$ cat src/rtl/bug_spawner.sv
// Bug spawner: sequences one on-screen bug through delay, spawn, move and
// squash phases, driven by the per-frame tick. All outputs are registered.
//
// state  | meaning
// IDLE   | game stopped, nothing drawn
// DELAY  | counting frame ticks before the next bug appears
// SPAWN  | one cycle: latch random y, reset x, request next random value
// MOVE   | bug drawn and walking right one STEP per frame tick
// SQUASH | bug drawn in squashed pose for a fixed number of frame ticks
module bug_spawner #(
  parameter int SCREEN_W      = 640,
  parameter int STEP          = 1,
  parameter int DELAY_FRAMES  = 30,
  parameter int SQUASH_FRAMES = 60
) (
  input  logic        clk,
  input  logic        rst,
  input  logic        enable,
  input  logic        frame_tick,
  input  logic [14:0] rand_in,
  input  logic        hit,
  output logic        advance,
  output logic [14:0] bug_x,
  output logic [14:0] bug_y,
  output logic        bug_visible,
  output logic        squashed,
  output logic        score_pulse,
  output logic        escape_pulse
);

  // A zero frame count behaves as one tick.
  localparam int DLY_EFF = (DELAY_FRAMES  < 1) ? 1 : DELAY_FRAMES;
  localparam int SQ_EFF  = (SQUASH_FRAMES < 1) ? 1 : SQUASH_FRAMES;
  localparam int DW      = $clog2(DLY_EFF + 1);
  localparam int SW      = $clog2(SQ_EFF + 1);

  localparam logic [DW-1:0] DLY_LOAD = DW'(DLY_EFF);
  localparam logic [SW-1:0] SQ_LOAD  = SW'(SQ_EFF);
  localparam logic [DW-1:0] DLY_ONE  = DW'(1);
  localparam logic [SW-1:0] SQ_ONE   = SW'(1);
  localparam logic [14:0]   STEP_V   = 15'(STEP);
  localparam logic [14:0]   SCREEN_V = 15'(SCREEN_W);

  typedef enum logic [2:0] {IDLE, DELAY, SPAWN, MOVE, SQUASH} state_t;

  state_t        state, state_n;
  logic [DW-1:0] delay_cnt, delay_n;
  logic [SW-1:0] squash_cnt, squash_n;
  logic [14:0]   x_n, y_n, x_adv;
  logic          vis_n, sq_n, adv_n, score_n, esc_n;

  assign x_adv = bug_x + STEP_V;

  // State, counters and all outputs are registered together.
  always_ff @(posedge clk) begin
    if (rst) begin
      state        <= IDLE;
      delay_cnt    <= '0;
      squash_cnt   <= '0;
      bug_x        <= '0;
      bug_y        <= '0;
      bug_visible  <= 1'b0;
      squashed     <= 1'b0;
      advance      <= 1'b0;
      score_pulse  <= 1'b0;
      escape_pulse <= 1'b0;
    end else begin
      state        <= state_n;
      delay_cnt    <= delay_n;
      squash_cnt   <= squash_n;
      bug_x        <= x_n;
      bug_y        <= y_n;
      bug_visible  <= vis_n;
      squashed     <= sq_n;
      advance      <= adv_n;
      score_pulse  <= score_n;
      escape_pulse <= esc_n;
    end
  end

  // Next state and next output values; pulses default low every cycle.
  always_comb begin
    state_n  = state;
    delay_n  = delay_cnt;
    squash_n = squash_cnt;
    x_n      = bug_x;
    y_n      = bug_y;
    vis_n    = bug_visible;
    sq_n     = squashed;
    adv_n    = 1'b0;
    score_n  = 1'b0;
    esc_n    = 1'b0;

    if (!enable) begin
      state_n = IDLE;
      vis_n   = 1'b0;
      sq_n    = 1'b0;
    end else begin
      case (state)
        IDLE: begin
          state_n = DELAY;
          delay_n = DLY_LOAD;
          vis_n   = 1'b0;
          sq_n    = 1'b0;
        end
        DELAY: begin
          if (frame_tick) begin
            if (delay_cnt <= DLY_ONE) begin
              delay_n = '0;
              state_n = SPAWN;
              // advance is registered, so raising it here makes it
              // coincide exactly with the SPAWN cycle.
              adv_n   = 1'b1;
            end else begin
              delay_n = delay_cnt - DLY_ONE;
            end
          end
        end
        SPAWN: begin
          y_n     = rand_in;
          x_n     = '0;
          vis_n   = 1'b1;
          state_n = MOVE;
        end
        MOVE: begin
          if (hit) begin
            score_n  = 1'b1;
            sq_n     = 1'b1;
            squash_n = SQ_LOAD;
            state_n  = SQUASH;
          end else if (frame_tick) begin
            if (x_adv >= SCREEN_V) begin
              esc_n   = 1'b1;
              vis_n   = 1'b0;
              delay_n = DLY_LOAD;
              state_n = DELAY;
            end else begin
              x_n = x_adv;
            end
          end
        end
        SQUASH: begin
          if (frame_tick) begin
            if (squash_cnt <= SQ_ONE) begin
              squash_n = '0;
              sq_n     = 1'b0;
              vis_n    = 1'b0;
              delay_n  = DLY_LOAD;
              state_n  = DELAY;
            end else begin
              squash_n = squash_cnt - SQ_ONE;
            end
          end
        end
        default: state_n = IDLE;
      endcase
    end
  end

endmodule

$ cat config.mk
export PLATFORM = sky130hd
export DESIGN_NAME = bug_spawner
export DESIGN_NICKNAME = d
export VERILOG_FILES = /design/src/rtl/bug_spawner.sv
export SDC_FILE = /design/constraint.sdc
export NUM_CORES = 1
export LEC_CHECK = 0
export ABC_AREA = 1
export BUFFER_PORTS_ARGS = -buffer_cell sky130_fd_sc_hd__buf_2
export CAP_MARGIN = 30
export CORE_MARGIN = 10
export CORE_UTILIZATION = 40
export CTS_CLUSTER_SIZE = 8
export DETAILED_ROUTE_END_ITERATION = 7
export SLEW_MARGIN = 20
export SYNTH_ARGS = -nofsm -noshare
export SYNTH_HDL_FRONTEND = slang
export SYNTH_SLANG_ARGS = --single-unit
$ cat constraint.sdc
create_clock -name clk -period 1.7 [get_ports clk]
set_clock_uncertainty 0.1 [all_clocks]
set_input_delay 0.255 -clock clk [delete_from_list [all_inputs] [get_ports clk]]
set_output_delay 0.255 -clock clk [all_outputs]
set_load 0.02 [all_outputs]
; Word-level counts from Yosys, hierarchy flattened
; Index checks and enable logic that the tools add are counted.
; Widths: inputs -> output; s select.
[totals]
register_bits = 49
input_bits = 20
out_inout_bits = 35
wordCells = 87
[classes]
add_sub_neg = 3
magnitude_cmp = 3
eq_ne = 15
n_mux = 35
bitwise_logic = 4
reduce_logical = 17
[op_table]
columns = op, count
row1 = $mux 15, 3
row2 = $mux 5, 7
row3 = $pmux 15 s2, 1
row4 = $mux 3, 7
row5 = $pmux 5 s4, 1
row6 = $mux 6, 3
row7 = $ne 2x2->1 const B, 9
row8 = $add 15x1->15 const B, 1
row9 = $ge 15x10->1 const B, 1
row10 = $pmux 3 s5, 1
row11 = $pmux 6 s2, 1
row12 = $reduce_and 6->1, 2
row13 = $mux 1, 9
row14 = $reduce_and 4->1, 2
row15 = $reduce_and 8->1, 1
row16 = $reduce_bool 4->1, 2
row17 = $eq 3x2->1 const B, 2
row18 = $le 6x1->1 const B, 1
row19 = $ne 3x3->1 const B, 2
row20 = $sub 6x1->6 const B, 1
row21 = $le 5x1->1 const B, 1
row22 = $reduce_and 5->1, 1
row23 = $reduce_or 5->1, 1
row24 = $sub 5x1->5 const B, 1
row25 = 12 further kinds, 16

; Longest topological paths before layout
[logic_depth]
depth_word = 6
depth_mapped = 14
depth_no_buf = 13

; Worst setup path after synthesis
; OpenSTA, ideal clock, no wires.
[synth_timing]
kind = reg2reg
start = reg bug_x[0]
end = reg bug_x[4]
setup_ns = 0.116
arrival_ns = 1.809
t_required_ns = 1.484
path_slack_ns = -0.325
stages_incl_launch_ff = 14
path_buffers = 1
synth_period_minus_slack_ns = 2.025
cell_sequence = dfxtp_1 ha_1 nand2_2 nor2_4 nand3_1 nand2_1 nand2_2 a21oi_4 nand3_4 nand2_4 buf_6 nand3_1 nand2_1 nor2_1
[synth_via]
elab_chain_cells = 5
elab_cells_between_ends = 8
classes_between = 1 x add/sub / 1 x order compare / 1 x eq/ne / 4 x mux / 1 x reduce/logical
[synth_lines]
columns = element, line_no
row1 = start: declaration, 23  ; output logic [14:0] bug_x,
row2 = start signal: assignment, 71  ; bug_x <= x_n;
row3 = $add 15x1->15 *, 52  ; assign x_adv = bug_x + STEP_V;
row4 = "parallel branches: the longest is 4 deep, another holds $ge 15x10->1", n/a
; Every way passes the cells marked *. The select of a mux whose other input is x is not followed.
; A chain may end at the register's enable or synchronous reset.

; Final worst setup path
[layout_timing]
start = reg bug_x[1]
end = reg bug_x[6]
; The elaborated chain is that of the path after synthesis.

==> metrics.txt <==
CP Capture Type flop; diode count 0; Port-buffer cells 54; cell with the most instances after synthesis nor2_1; Initial Util 41.4%; grt met1 use 17.2%; EDFF count, synth 0; Fin Hold WS 0.0641 ns; CTS Hold Bufs 0; WL/cell 12.7 um; post-detail-place hpwl 5390 um; Initial DRC Count 94; Final min period 1.93 ns; Total GRT Usage 14.4%; relative slew slack 42.5%; routed wire length 7460 um; initial antenna violation count 0; pwr dens 653 mW/mm2; Crit Path Class flop to flop; Core Area 0.00635 mm2; Residual DRC 0; first-pass GRT wire length 12300 um; fin. max-slew vios 0; grt ovf 0; Layout Utilization 59.5%; Max IR drop VDD 0.486 mV; Ports 55; H-tree depth 2; worst hold path type input port to flop; # setup viols final 24; Final GP Congestion 0.883; setup TNS -4.67 ns; fin crit share 113%; vias in the first global route 2771; RSZ-0062 raised after global routing true; CP Data Required Time 1.84 ns; total power 0.00247 W; cts bufs inserted 5; Yosys cell types 32; TritonRoute pass-1 iters 4; num rows 29; Root Driver clkbuf_8; largest net degree at the start of global routing 22; M3 GR Usage 4.80%; ranking of synthesized cells by area dfxtp_1 (37%), nor2_1 (12%), nand2_1 (12%); crit path DAT 2.07 ns; vias per cell 4.82; synth warn 0; P&R area growth vs syn 43.9%; Post-Syn Nets 419; Synth area leader dfxtp_1; failing checks negative setup slack; max cap viols 0; Most Crowded Layer GR met2; CTS tree done; async set-reset flop share out of synthesis 0%; synth cell count leaders nor2_1 (83), nand2_1 (82), dfxtp_1 (49); Post-Syn Area per Cell 6.67 um2; clk_lat worst skew 0.30 ns; Worst Path Max Fanout 10; sequential area share after synthesis 37.4%; status complete, but fails checks; clk buf depth 2; Final Hold Viols 0; Die Footprint 0.0102 mm2; Worst-Margin Slew 0.862 ns; final worst slack -0.229 ns; Final ANT Viol Nets 0; Layout Nets 537; clock sinks 49; Synth Instances 394; Seq cells post-synth 49; Worst setup SP type flop; f_max 0.518 GHz; leakage 1.86 nW; mapped cell area 0.00263 mm2; post-synth top area share 37.4%; GRT met2 Usage 23.3%; Most used DFF post-synth dfxtp_1; clock transition at the registers of the reported paths 0.10 ns; vias 2843; Die Width 101 um; share of cells above drive strength 1 39.8%; Die Y 101 um; r2r setup slk -0.23 ns
==> where the power goes <==
group	internal (W)	switching [W]
clock	0.000301	0.000429
sequential	0.00120	0.0000351
combinational	0.000210	0.000297
==> state kept, by name (all words and copies together) (netlist names), 3 cells and up <==
signal      cells
bug_y          15
state           3
delay_cnt       5
bug_x          15
squash_cnt      6
==> layout by cell type, fill, tap and decap left out, types with 12 or more instances in the layout <==
master,count
nand2_2,14
buf_2,54
nor2_1,76
nand2_1,69
a21oi_1,21
buf_4,60
o21ai_0,26
dfxtp_1,35
inv_1,31
nand3_1,24
dfxtp_2,12
==> final timing paths <==
kind                            cells past startpoint                       end                     start
worst max-delay path                               11     bug_x[6]$_SDFFE_PP0P_     bug_x[1]$_SDFFE_PP0P_
worst min-delay path                                3     bug_y[6]$_SDFFE_PP0P_                rand_in[6]
worst max register to register                     11     bug_x[6]$_SDFFE_PP0P_     bug_x[1]$_SDFFE_PP0P_
worst min register to register                      2  bug_visible$_SDFFE_PP0P_  bug_visible$_SDFFE_PP0P_
==> cell families (layout without fill, tap and decap cells) <==
logic type,count (synthesis),after routing,share of synthesized area [%]
AO/OA/AOI/OAI,60,60,13.0
XOR/XNOR,4,4,1.33
adder cells (fa/ha/maj),5,5,2.38
buffers and inverters,52,169,8.29
flip-flops,49,49,37.4
AND/OR/NAND/NOR,224,226,37.7
==> what timing repair did <==
action                     in CTS  in global routing
cloned                          2                  0
buffers inserted                4                 12
gates resized for setup        16                 41
pin swaps                       8                 19
setup endpoints to repair      39                 45
==> through the flow <==
| stage | std cells | cell area (um2) | worst slack (ns) |
|---|---|---|---|
| final | 590 | 3780 | -0.229 |
| after global routing | 590 | 3780 | -0.404 |
| after CTS | 580 | 3560 | -0.240 |
| after detailed placement | 566 | 3370 | -0.423 |
| after global placement | 566 | 3370 | -0.543 |
| after floorplan | 394 | 2680 | -0.132 |
==> metal layers <==
metal	part of all wire, %	vias to the layer above
met4	1.6	0
met3	6.4	9
met5	0	-
li1	-	1506
met1	46	1269
met2	46	59
==> layout make-up <==
class | instances | area (um2)
well taps | 77 | 96.3
clock buffers | 5 | 68.8
inverters | 41 | 159
clock inverters | 3 | 25.0
flip-flops and latches | 49 | 1000
multi-input cells | 295 | 1630
fillers | 598 | 2570
repair buffers | 120 | 797
==> critical path, stage by stage, from the launching register on <==
cell and delay, ns:
dfxtp_4 0.39, ha_4 0.15, nand2_4 0.07, nor2_4 0.16, nand3_2 0.09, nand2_1 0.08
nand2_2 0.06, a21oi_4 0.17, nand3_4 0.18, nand2_4 0.19, a21oi_1 0.08, nor2_1 0.14
Note: power is estimated with default switching activity, not from simulation.
